## src/rtl/alu_seq_if.sv

```systemverilog
// alu_seq_if: request/result handshake bundle between issue, the sequential ALU and writeback
interface alu_seq_if #(
  parameter int WIDTH = 16
);
  logic             in_valid;
  logic             in_ready;
  logic [3:0]       op;
  logic [WIDTH-1:0] a;
  logic [WIDTH-1:0] b;
  logic             out_valid;
  logic             out_ready;
  logic [WIDTH-1:0] out;
  logic             zero;
  logic             carry;
  logic             overflow;
  logic             negative;
  logic             err;
  modport master (
    output in_valid, op, a, b, out_ready,
    input  in_ready, out_valid, out, zero, carry, overflow, negative, err
  );
  modport slave (
    input  in_valid, op, a, b, out_ready,
    output in_ready, out_valid, out, zero, carry, overflow, negative, err
  );
endinterface

```

## src/rtl/alu_seq.sv

```systemverilog
// alu_seq: registered, handshaked ALU with persistent flags and an iterative shift-add multiply
module alu_seq #(
  parameter int WIDTH = 16
) (
  input logic      clk,
  input logic      rst_n,
  alu_seq_if.slave bus
);
  localparam int SHW = $clog2(WIDTH);
  localparam logic [3:0] OP_ADD = 4'h0, OP_SUB = 4'h1, OP_AND = 4'h2, OP_OR  = 4'h3,
                         OP_XOR = 4'h4, OP_SLL = 4'h5, OP_SRL = 4'h6, OP_SRA = 4'h7,
                         OP_ADC = 4'h8, OP_SBB = 4'h9, OP_MUL = 4'hA, OP_CMP = 4'hB;
  typedef enum logic {IDLE, MUL} state_t;
  state_t             state_q, state_d;
  logic [SHW-1:0]     cnt_q, cnt_d;
  logic [WIDTH-1:0]   mb_q, mb_d, out_q, out_d;
  logic [2*WIDTH-1:0] mc_q, mc_d, acc_q, acc_d, prod;
  logic               ov_q, ov_d, z_q, z_d, c_q, c_d, v_q, v_d, n_q, n_d, err_q, err_d;
  logic [WIDTH:0]     sum, diff, shl, shr;
  logic [WIDTH-1:0]   sra, res, fres;
  logic [SHW-1:0]     sh;
  logic               cin, add_v, sub_v, rc, rv, rerr;
  logic               slot_free, in_ready, accept, last;
  assign slot_free = !ov_q || bus.out_ready;
  assign in_ready  = state_q == IDLE && slot_free;
  assign accept    = bus.in_valid && in_ready;
  assign last      = cnt_q == SHW'(WIDTH - 1);
  assign prod      = acc_q + (mb_q[0] ? mc_q : '0);
  always_comb begin
    cin   = (bus.op == OP_ADC || bus.op == OP_SBB) && c_q;
    sh    = bus.b[SHW-1:0];
    sum   = {1'b0, bus.a} + {1'b0, bus.b} + {{WIDTH{1'b0}}, cin};
    diff  = {1'b0, bus.a} - {1'b0, bus.b} - {{WIDTH{1'b0}}, cin};
    shl   = {1'b0, bus.a} << sh;
    shr   = {bus.a, 1'b0} >> sh;
    sra   = $signed(bus.a) >>> sh;
    add_v = (bus.a[WIDTH-1] == bus.b[WIDTH-1]) && (sum[WIDTH-1] != bus.a[WIDTH-1]);
    sub_v = (bus.a[WIDTH-1] != bus.b[WIDTH-1]) && (diff[WIDTH-1] != bus.a[WIDTH-1]);
    res   = '0;
    rc    = 1'b0;
    rv    = 1'b0;
    rerr  = 1'b0;
    case (bus.op)
      OP_ADD, OP_ADC: begin res = sum[WIDTH-1:0]; rc = sum[WIDTH]; rv = add_v; end
      OP_SUB, OP_SBB: begin res = diff[WIDTH-1:0]; rc = diff[WIDTH]; rv = sub_v; end
      OP_CMP:         begin res = bus.a; rc = diff[WIDTH]; rv = sub_v; end
      OP_AND:         res = bus.a & bus.b;
      OP_OR:          res = bus.a | bus.b;
      OP_XOR:         res = bus.a ^ bus.b;
      OP_SLL:         begin res = shl[WIDTH-1:0]; rc = shl[WIDTH]; end
      OP_SRL:         begin res = shr[WIDTH:1]; rc = shr[0]; end
      OP_SRA:         begin res = sra; rc = shr[0]; end
      OP_MUL:         ;
      default:        rerr = 1'b1;
    endcase
    fres = bus.op == OP_CMP ? diff[WIDTH-1:0] : res;
  end
  always_comb begin
    state_d = state_q;
    cnt_d   = cnt_q;
    mb_d    = mb_q;
    mc_d    = mc_q;
    acc_d   = acc_q;
    out_d   = out_q;
    z_d     = z_q;
    c_d     = c_q;
    v_d     = v_q;
    n_d     = n_q;
    err_d   = err_q;
    ov_d    = ov_q && !bus.out_ready;
    if (accept && bus.op == OP_MUL) begin
      state_d = MUL;
      cnt_d   = '0;
      mb_d    = bus.b;
      mc_d    = {{WIDTH{1'b0}}, bus.a};
      acc_d   = '0;
    end else if (accept) begin
      out_d = res;
      z_d   = fres == '0;
      n_d   = fres[WIDTH-1];
      c_d   = rc;
      v_d   = rv;
      err_d = rerr;
      ov_d  = 1'b1;
    end else if (state_q == MUL && (!last || slot_free)) begin
      acc_d = prod;
      mb_d  = mb_q >> 1;
      mc_d  = mc_q << 1;
      cnt_d = cnt_q + SHW'(1);
      if (last) begin
        state_d = IDLE;
        cnt_d   = '0;
        out_d   = prod[WIDTH-1:0];
        z_d     = prod[WIDTH-1:0] == '0;
        n_d     = prod[WIDTH-1];
        c_d     = |prod[2*WIDTH-1:WIDTH];
        v_d     = 1'b0;
        err_d   = 1'b0;
        ov_d    = 1'b1;
      end
    end
  end
  always_ff @(posedge clk or negedge rst_n) begin
    if (!rst_n) begin
      state_q <= IDLE;
      cnt_q   <= '0;
      mb_q    <= '0;
      mc_q    <= '0;
      acc_q   <= '0;
      out_q   <= '0;
      ov_q    <= 1'b0;
      z_q     <= 1'b0;
      c_q     <= 1'b0;
      v_q     <= 1'b0;
      n_q     <= 1'b0;
      err_q   <= 1'b0;
    end else begin
      state_q <= state_d;
      cnt_q   <= cnt_d;
      mb_q    <= mb_d;
      mc_q    <= mc_d;
      acc_q   <= acc_d;
      out_q   <= out_d;
      ov_q    <= ov_d;
      z_q     <= z_d;
      c_q     <= c_d;
      v_q     <= v_d;
      n_q     <= n_d;
      err_q   <= err_d;
    end
  end
  assign bus.in_ready  = in_ready;
  assign bus.out_valid = ov_q;
  assign bus.out       = out_q;
  assign bus.zero      = z_q;
  assign bus.carry     = c_q;
  assign bus.overflow  = v_q;
  assign bus.negative  = n_q;
  assign bus.err       = err_q;
endmodule

```

## src/flat_wrapper.sv

```systemverilog
// flat-port wrapper written by rule: the top's interface ports become plain ports
module alu_seq_flat 
#(
  parameter int WIDTH = 16
)
  (clk, rst_n, bus_in_valid, bus_op, bus_a, bus_b, bus_out_ready, bus_in_ready, bus_out_valid, bus_out, bus_zero, bus_carry, bus_overflow, bus_negative, bus_err);
  alu_seq_if #(.WIDTH(WIDTH)) bus_i ();
  input logic clk;
  input logic rst_n;
  input wire logic [$bits(bus_i.in_valid)-1:0] bus_in_valid;
  input wire logic [$bits(bus_i.op)-1:0] bus_op;
  input wire logic [$bits(bus_i.a)-1:0] bus_a;
  input wire logic [$bits(bus_i.b)-1:0] bus_b;
  input wire logic [$bits(bus_i.out_ready)-1:0] bus_out_ready;
  output wire logic [$bits(bus_i.in_ready)-1:0] bus_in_ready;
  output wire logic [$bits(bus_i.out_valid)-1:0] bus_out_valid;
  output wire logic [$bits(bus_i.out)-1:0] bus_out;
  output wire logic [$bits(bus_i.zero)-1:0] bus_zero;
  output wire logic [$bits(bus_i.carry)-1:0] bus_carry;
  output wire logic [$bits(bus_i.overflow)-1:0] bus_overflow;
  output wire logic [$bits(bus_i.negative)-1:0] bus_negative;
  output wire logic [$bits(bus_i.err)-1:0] bus_err;
  assign bus_i.in_valid = bus_in_valid;
  assign bus_i.op = bus_op;
  assign bus_i.a = bus_a;
  assign bus_i.b = bus_b;
  assign bus_i.out_ready = bus_out_ready;
  assign bus_in_ready = bus_i.in_ready;
  assign bus_out_valid = bus_i.out_valid;
  assign bus_out = bus_i.out;
  assign bus_zero = bus_i.zero;
  assign bus_carry = bus_i.carry;
  assign bus_overflow = bus_i.overflow;
  assign bus_negative = bus_i.negative;
  assign bus_err = bus_i.err;
  alu_seq #(.WIDTH(WIDTH)) u_core (.clk(clk), .rst_n(rst_n), .bus(bus_i));
endmodule
```

## config.mk

```make
export PLATFORM = sky130hd
export DESIGN_NAME = alu_seq_flat
export DESIGN_NICKNAME = d
export VERILOG_FILES = /design/src/rtl/alu_seq_if.sv /design/src/rtl/alu_seq.sv /design/src/flat_wrapper.sv
export SDC_FILE = /design/constraint.sdc
export NUM_CORES = 1
export LEC_CHECK = 0
export ABC_AREA = 1
export CAP_MARGIN = 0
export CORE_ASPECT_RATIO = 0.75
export CORE_MARGIN = 1
export CORE_UTILIZATION = 40
export CTS_CLUSTER_SIZE = 24
export DETAILED_ROUTE_END_ITERATION = 7
export DONT_BUFFER_PORTS = 1
export SLEW_MARGIN = 30
export SYNTH_ARGS = -nofsm -noshare
export SYNTH_HDL_FRONTEND = slang
export SYNTH_SLANG_ARGS = --single-unit
```

## constraint.sdc

```tcl
create_clock -name clk -period 3.8 [get_ports clk]
set_clock_uncertainty 0.2 [all_clocks]
set_input_delay 0.76 -clock clk [delete_from_list [all_inputs] [get_ports clk]]
set_output_delay 0.76 -clock clk [all_outputs]
set_load 0.005 [all_outputs]
```

==> results_dict.tcl <==
set metrics [dict create \
    power.density_mw_per_mm2 467 \
    synth.net_count 1977 \
    drive_above_1_share_pct 5.39 \
    yosys_warnings 0 \
    fp-row-count 53 \
    synth_edf_count 0 \
    die_width_um 197 \
    setup_tns_ns 0 \
    required_ns 3.89 \
    syn_to_final_growth_pct 7.33 \
    gr-total-overflow 0 \
    grt_usage_pct 30.7 \
    cts_htree_levels 3 \
    maxCapViolations 0 \
    remaining_drc_errors 0 \
    grt_max_degree 108 \
    ys_ff_latch 107 \
    fin_nets 1971 \
    globalplace.congestion 1.08 \
    viasPerCell 5.55 \
    min_path_type "in2async" \
    grt_pass1_vias 11138 \
    die_area_mm2 0.0293 \
    clk_pin_slew_ns 0.08 \
    cts_buffers 9 \
    clock_sinks 107 \
    crit_arrival_ns 3.49 \
    start_util_pct 40.8 \
    routed_wl_mm 44.4 \
    post-route-period-util_pct 89.3 \
    cts_buffer_depth 2 \
    post_cts_buffers 0 \
    via_count 12326 \
    wl_per_cell_um 20.0 \
    ant_nets 0 \
    hpwl_mm 36.4 \
    fmax_mhz 295 \
    end_kind "flip-flop" \
    r2r_end "u_core.bus.zero" \
    clk_latency_ns 0.36 \
    place_ws_ns 0.136 \
    worstSetupEndpoint "u_core.bus.zero" \
    syn_avg_cell_area_um2 6.24 \
    antenna_found_initial 2 \
    startpoint_type "primary input" \
    async_flop_share_pct 100 \
    finalCriticalPeriod_ns 3.39 \
    ys.flop_type "dfrtp_1" \
    p_leak_nw 6.58 \
    status "complete, no violations" \
    syn_inst 1837 \
    worst_slew_pin_slew_ns 0.827 \
    setup_ws_ns 0.405 \
    first_iter_violations 1455 \
    r2r-start "u_core.bus.carry" \
    core_mm2 0.0281 \
    die_h_um 149 \
    portBuffers 0 \
    ios 63 \
    drtPass1Iterations 6 \
    crit_type "in2reg" \
    root_buffer "clkbuf_16" \
    startpoint "bus_op[3]" \
    rr_worst_depth 20 \
    hold_violations 0 \
    rrSetupSlack_ns 0.49 \
    syn_area_mm2 0.0115 \
    critPathMaxFanout 5 \
    ys_seq_area_share_pct 23.4 \
    maxSlewHeadroom_pct 44.8 \
    setup_viol 0 \
    cts_tree "done" \
    grt_first_pass_wirelength_mm 67.4 \
    ir_worst_vdd_uv 332 \
    maxSlewViolCount 0 \
    rsz0062_at_grt "no" \
    ys_types 54 \
]
## cell families (layout without fill, tap and decap cells)
| group | after synthesis | count (layout) | share of synthesized area [%] |
|---|---|---|---|
| XOR/XNOR | 26 | 26 | 1.99 |
| AO/OA/AOI/OAI | 289 | 289 | 15.3 |
| AND/OR/NAND/NOR | 1017 | 1017 | 37.3 |
| flip-flops | 107 | 107 | 23.4 |
| buffers and inverters | 298 | 297 | 10.7 |
| adder cells (fa/ha/maj) | 100 | 100 | 11.2 |
| other | 0 | 1 | 0 |
## worst max-delay path, stage by stage
cell	delay [ns]
inv_2	0.03
nor2_1	0.12
nand3_1	0.12
inv_1	0.09
fa_1	0.47
inv_1	0.08
ha_1	0.13
inv_1	0.04
nand2_1	0.07
nand2_1	0.07
nand2_1	0.10
nand2_1	0.07
nand3_1	0.22
nand3_1	0.12
nor2_1	0.14
nand2_1	0.18
nor2_1	0.15
nand3_1	0.08
nor2_1	0.09
nand3_1	0.07
nand2_1	0.07
nand3_2	0.07
a21oi_2	0.12
## per-layer routing
| metal | up-vias | part of all wire, % | global-route usage, % |
|---|---|---|---|
| met5 | - | 0 | 1.18 |
| met3 | 42 | 12 | 10.6 |
| li1 | 5977 | - | - |
| met4 | 0 | 1.5 | 5.62 |
| met2 | 588 | 36 | 38.9 |
| met1 | 5719 | 50 | 48.2 |
## cells in the final DEF (no fill, tap or decap), types with 23 or more instances in the layout
| master | Yosys | layout |
|---|---|---|
| buf_4 | 10 | 40 |
| nand3_1 | 178 | 178 |
| nor2_1 | 175 | 175 |
| inv_1 | 229 | 229 |
| nand2_1 | 580 | 580 |
| nand4_1 | 23 | 23 |
| o22ai_1 | 23 | 23 |
| o21ai_0 | 82 | 82 |
| o211ai_1 | 25 | 25 |
| ha_1 | 95 | 95 |
| a21oi_1 | 86 | 85 |
| dfrtp_1 | 107 | 107 |
## registers in the layout, summed over array words and instances (netlist names)
register,cells
u_core.acc_q,32
u_core.bus.carry,1
u_core.bus.err,1
u_core.bus.negative,1
u_core.bus.out,16
u_core.bus.out_valid,1
u_core.bus.overflow,1
u_core.bus.zero,1
u_core.cnt_q,4
u_core.mb_q,16
u_core.mc_q,32
u_core.state_q,1
## metrics by stage
step	util, %	hold WS, ns	cell area (um^2)	instances	total power, W
final	43.8	0.104	12300	2222	0.00575
after global routing	43.8	0.156	12300	2222	0.00620
after CTS	43.8	0.156	12300	2221	0.00572
after detailed placement	42.5	0.267	11900	2204	0.00462
after global placement	42.5	0.266	11900	2204	0.00459
after floorplan	-	0.253	11500	1837	0.00379
## where the power goes
| group | switching, W | internal (W) | total [W] |
|---|---|---|---|
| sequential | 0.000308 | 0.00156 | 0.00187 |
| clock | 0.000473 | 0.000590 | 0.00106 |
| combinational | 0.00189 | 0.000925 | 0.00281 |
| total | 0.00267 | 0.00308 | 0.00575 |
## Yosys cell counts, types with 4 or more instances
| cell | number | area share [%] |
|---|---|---|
| a21boi_0 | 4 | 0.26 |
| a21o_1 | 6 | 0.39 |
| a21oi_1 | 86 | 3.8 |
| a22o_1 | 11 | 0.84 |
| buf_2 | 16 | 0.70 |
| buf_4 | 10 | 0.66 |
| buf_6 | 4 | 0.39 |
| clkbuf_1 | 25 | 0.82 |
| dfrtp_1 | 107 | 23 |
| fa_1 | 5 | 0.87 |
| ha_1 | 95 | 10 |
| inv_1 | 229 | 7.5 |
| inv_2 | 8 | 0.26 |
| nand2_1 | 580 | 19 |
| nand2_2 | 5 | 0.27 |
| nand2_4 | 4 | 0.39 |
| nand3_1 | 178 | 7.8 |
| nand3_2 | 4 | 0.35 |
| nand3b_1 | 9 | 0.59 |
| nand4_1 | 23 | 1.3 |
| nor2_1 | 175 | 5.7 |
| nor2_2 | 8 | 0.44 |
| nor3_1 | 22 | 0.96 |
| o211ai_1 | 25 | 1.6 |
| o21a_1 | 4 | 0.26 |
| o21ai_0 | 82 | 3.6 |
| o21ai_1 | 6 | 0.26 |
| o21bai_1 | 12 | 0.79 |
| o221ai_1 | 15 | 1.1 |
| o22ai_1 | 23 | 1.3 |
| xnor2_1 | 10 | 0.76 |
| xor2_1 | 16 | 1.2 |
## cell type report
type,count,area [um^2]
Antenna cell,1,2.50
Tap cell,385,482
Clock inverter,7,108
Timing Repair Buffer,41,328
Sequential cell,107,2680
Fill cell,3036,15800
Multi-Input combinational cell,1432,7560
Inverter,240,908
Clock buffer,9,225
## how the worst min path moves through the flow
stage	start	end	slack (ns)	cells past startpoint
after floorplan	u_core.mb_q[15]	u_core.mb_q[15]	0.25	2
after global placement	rst_n	u_core.bus.negative	0.27	0
after detailed placement	rst_n	u_core.bus.out[14]	0.27	0
after CTS	rst_n	u_core.bus.out[14]	0.16	1
after global routing	rst_n	u_core.bus.negative	0.16	1
final	rst_n	u_core.bus.negative	0.10	1
## what timing repair did
item                      CTS  global route
hold endpoints to repair  107             0
gates resized for setup     0             0
hold buffers                1             0
No activity file was read; power rests on OpenSTA's default activity.
==> RTL edit 1, RTL diff (same settings) <==
Make the reset (`rst_n`) synchronous in one clocked block.
--- a/src/rtl/alu_seq.sv
+++ b/src/rtl/alu_seq.sv
@@ -100,7 +100,7 @@
       end
     end
   end
-  always_ff @(posedge clk or negedge rst_n) begin
+  always_ff @(posedge clk) begin
     if (!rst_n) begin
       state_q <= IDLE;
       cnt_q   <= '0;
Check against the original RTL: differs if rst_n is asserted again (counterexample within 4 cycles, from zero or initial values and one cycle with rst_n low); with rst_n held inactive, the same outputs for 4 cycles.
==> RTL edit 1 against the unedited design <==
- die area is 1.0% lower
- register-to-register slack worse by 170 ps
- final area is 0.66% lower
- count of clock-buffer cells in the layout up 4
- sequential share of layout area fell by 4.2 points
- synthesized cell count grew 7.9%
- worst setup slack worse by 190 ps
- area after synthesis down 1.1%
- routed wire length up 4.1%
- sequential cell count unchanged
- hold slack gained 160 ps
Power is not compared: it rests on default switching activity, and its combinational part moved more than twofold at a synthesized area within 25%.
==> RTL edit 1: results (changes against the unedited design) <==
GRT
  • Vias in the first global route: 11505 (+3.3%)
  • Global-route wire length before repair: 69600 um (+3.2%)
  • Global Route Usage Sum: 31.7% (+1.0 points)
  • Largest net degree at the start of global routing: 46 (-57%)
  • Grt met2 use: 38.0% (-0.84 points)

Yosys
  • Sequential area share after synthesis: 18.9% (-4.5 points)
  • Synth Flop Type: dfxtp_1
  • Adder-Cell Fraction of Synth Area: 11.4% (+0.12 points)
  • Synthesized area per cell: 5.72 um2 (-8.3%)
  • Synth Area in XOR/XNOR: 1.70% (-0.29 points)
  • Top post-synthesis cells by area: nand2_1 20%, dfxtp_1 19%, ha_1 10%

Route
  • Met2 wire length: 15900 um (-1.3%)
  • Via count of the routed design: 13208 (+7.2%)
  • Via density: 5.59 (+0.80%)
  • Highest routed layer: met5
  • Drt initial violations: 1481 (+1.8%)

Floorplanning
  • # rows: 52 (-1.9%)

Worst hold path
  • Hold/Removal Path Class: flop to flop

Placement
  • Routability cong.: 1.08 (-0.10%)
  • Post-DP HPWL: 37800 um (+4.0%)

Finish
  • Layout cell share with drive strength beyond 1: 5.19% (-0.20 points)
  • Multi-input gates: 1541 (+7.6%)
  • Signal buffers: 55 (+34%)
  • Seq area share: 17.5% (-4.2 points)
  • Layout clock area frac: 2.45% (-0.26 points)

Critical path
  • Crit path DAT: 3680 ps (+190 ps)

STA
  • Slew HR: 38.2% (-6.6 points)

Outcome
  • Outcome: finished clean
[RTL edit 1: cell types whose count changed after synthesis, sizes merged, moves of 24 or more]
cell	before	now
inv	239	263
dfxtp	0	107
dfrtp	107	0
a21oi	88	118
nor2	184	221
nand2	589	613
nand3	182	209
[RTL edit 1: path summary, 6_finish.rpt]
check / start / end / slack, ps / depth (start not counted)
worst min-delay path: u_core.mb_q[15] / u_core.mb_q[15] / 270 / 2
worst max-delay path: bus_op[2] / u_core.bus.zero / 210 / 24
worst max register to register: u_core.mc_q[0] / u_core.bus.carry / 320 / 19
worst min register to register: u_core.mb_q[15] / u_core.mb_q[15] / 270 / 2
[RTL edit 1: power breakdown]
group / switching (mW) / leakage (nW) / internal, mW / total [mW]
sequential: 0.0362 / 0.868 / 1.17 / 1.20
clock: 0.456 / 0.148 / 0.509 / 0.965
combinational: 0.730 / 5.45 / 0.354 / 1.08
==> RTL edit 2, RTL diff (config.mk and constraints unchanged) <==
Without the edit above. `WIDTH` is set to 16 in 3 places; all go to 8.
--- a/src/rtl/alu_seq_if.sv
+++ b/src/rtl/alu_seq_if.sv
@@ -1,6 +1,6 @@
 // alu_seq_if: request/result handshake bundle between issue, the sequential ALU and writeback
 interface alu_seq_if #(
-  parameter int WIDTH = 16
+  parameter int WIDTH = 8
 );
   logic             in_valid;
   logic             in_ready;
--- a/src/rtl/alu_seq.sv
+++ b/src/rtl/alu_seq.sv
@@ -1,6 +1,6 @@
 // alu_seq: registered, handshaked ALU with persistent flags and an iterative shift-add multiply
 module alu_seq #(
-  parameter int WIDTH = 16
+  parameter int WIDTH = 8
 ) (
   input logic      clk,
   input logic      rst_n,
--- a/src/flat_wrapper.sv
+++ b/src/flat_wrapper.sv
@@ -1,7 +1,7 @@
 // flat-port wrapper written by rule: the top's interface ports become plain ports
 module alu_seq_flat 
 #(
-  parameter int WIDTH = 16
+  parameter int WIDTH = 8
 )
   (clk, rst_n, bus_in_valid, bus_op, bus_a, bus_b, bus_out_ready, bus_in_ready, bus_out_valid, bus_out, bus_zero, bus_carry, bus_overflow, bus_negative, bus_err);
   alu_seq_if #(.WIDTH(WIDTH)) bus_i ();
Ports: changed (resized bus_a, bus_b and bus_out); port bits go from 63 to 39. The function was not compared with the original's and may differ.
==> RTL edit 2 against the unedited design <==
- worst setup slack improved by 250 ps
- sequential cell count fell by 49
- critical endpoint is now u_core.bus.carry
- final area decreased by 52%
- area after synthesis down 53%
- utilization up 1.2 points
- power is 48% lower
- die area down 52%
- routed wire length down 62%
- critical path type is now flop to flop
==> RTL edit 2: results (changes against the unedited design) <==
Critical path
  • Critical Path Max Stage Delay: 490 ps (+20 ps)
  • Slowest CP cell: dfrtp_1
  • R2R depth: 16 (-20%)
  • Terminus of the critical flop-to-flop path: u_core.bus.carry
  • Crit path max fanout: 10 (+5)
  • Worst r2r src: u_core.mb_q[0]
  • Crit path DAT: 3180 ps (-310 ps)

Placement
  • Post-DP HPWL: 13000 um (-64%)
  • Routability cong.: 0.937 (-13%)

Power and ir drop
  • Static Leakage: 3.21 nW (-51%)
  • VDD IR max: 0.232 mV (-30%)
  • Share of power burned in the clock network: 24.7% (+6.2 points)

Finish
  • Ant. Diodes: 0 (-1)
  • Top flop regs: u_core.acc_q: 16 flops, u_core.mc_q: 16 flops
  • Layout cell share with drive strength beyond 1: 6.17% (+0.78 points)

Yosys
  • Compound-gate portion of the synthesized area: 14.9% (-0.42 points)
  • Adder-Cell Fraction of Synth Area: 12.9% (+1.7 points)
  • Post-synth top cells: 246 x nand2_1, 100 x inv_1, 78 x nand3_1
  • Top post-synthesis cells by area: dfrtp_1 27%, nand2_1 17%, ha_1 11%
  • Post-synth cell types: 41 (-24%)

Route
  • Post-Route WL: 16800 um (-62%)
  • Drt pass-1 iters: 5 (-1)
  • Via density: 5.37 (-3.2%)

Outcome
  • Outcome: finished clean

STA
  • Worst Max-Slew Pin Slew: 595 ps (-232 ps)
-- RTL edit 2: how the worst max path moves through the flow --
stage / startpoint / cells past startpoint / endpoint
5_1_grt: u_core.mb_q[0] / 16 / u_core.bus.carry
3_5_place_dp: bus_op[3] / 20 / u_core.bus.zero
6_report: u_core.mb_q[0] / 16 / u_core.bus.carry
2_1_floorplan: bus_b[0] / 17 / u_core.bus.zero
4_1_cts: u_core.mb_q[0] / 16 / u_core.bus.carry
3_3_place_gp: bus_op[3] / 20 / u_core.bus.zero
-- RTL edit 2: cells by family (layout without fill, tap and decap cells) --
family          Yosys count  count (layout)
fa+ha+maj                53              53
buf+inv                 130             135
flops                    58              58
simple gates            430             430
xor+xnor                 14              14
compound gates          136             136
-- RTL edit 2: cell type report --
| cell class | count | area [um2] |
|---|---|---|
| Clock buffer | 13 | 250 |
| Fill cell | 1332 | 7200 |
| Sequential cell | 58 | 1450 |
| Timing Repair Buffer | 12 | 110 |
| Multi-Input combinational cell | 633 | 3460 |
| Tap cell | 171 | 214 |
| Clock inverter | 3 | 15.0 |
| Inverter | 107 | 402 |
-- RTL edit 2: through the flow --
| step | instances | power (mW) | hold slack [ps] | setup slack (ps) | util (%) |
|---|---|---|---|---|---|
| finish | 997 | 2.98 | 91.0 | 652 | 45.0 |
| global placement | 980 | 2.22 | 265 | 524 | 42.8 |
| floorplan | 821 | 1.88 | 249 | 724 | - |
| detailed placement | 980 | 2.21 | 266 | 497 | 42.8 |
| CTS | 997 | 2.98 | 99.5 | 699 | 45.0 |
| global route | 997 | 3.23 | 108 | 419 | 45.0 |
-- RTL edit 2: per-layer routing --
metal,track usage [%],up-vias,part of all wire [%]
li1,-,2689,-
met4,7.69,0,2.3
met5,0,-,0
met1,41.2,2403,52
met2,32.9,229,37
met3,5.11,32,8.7
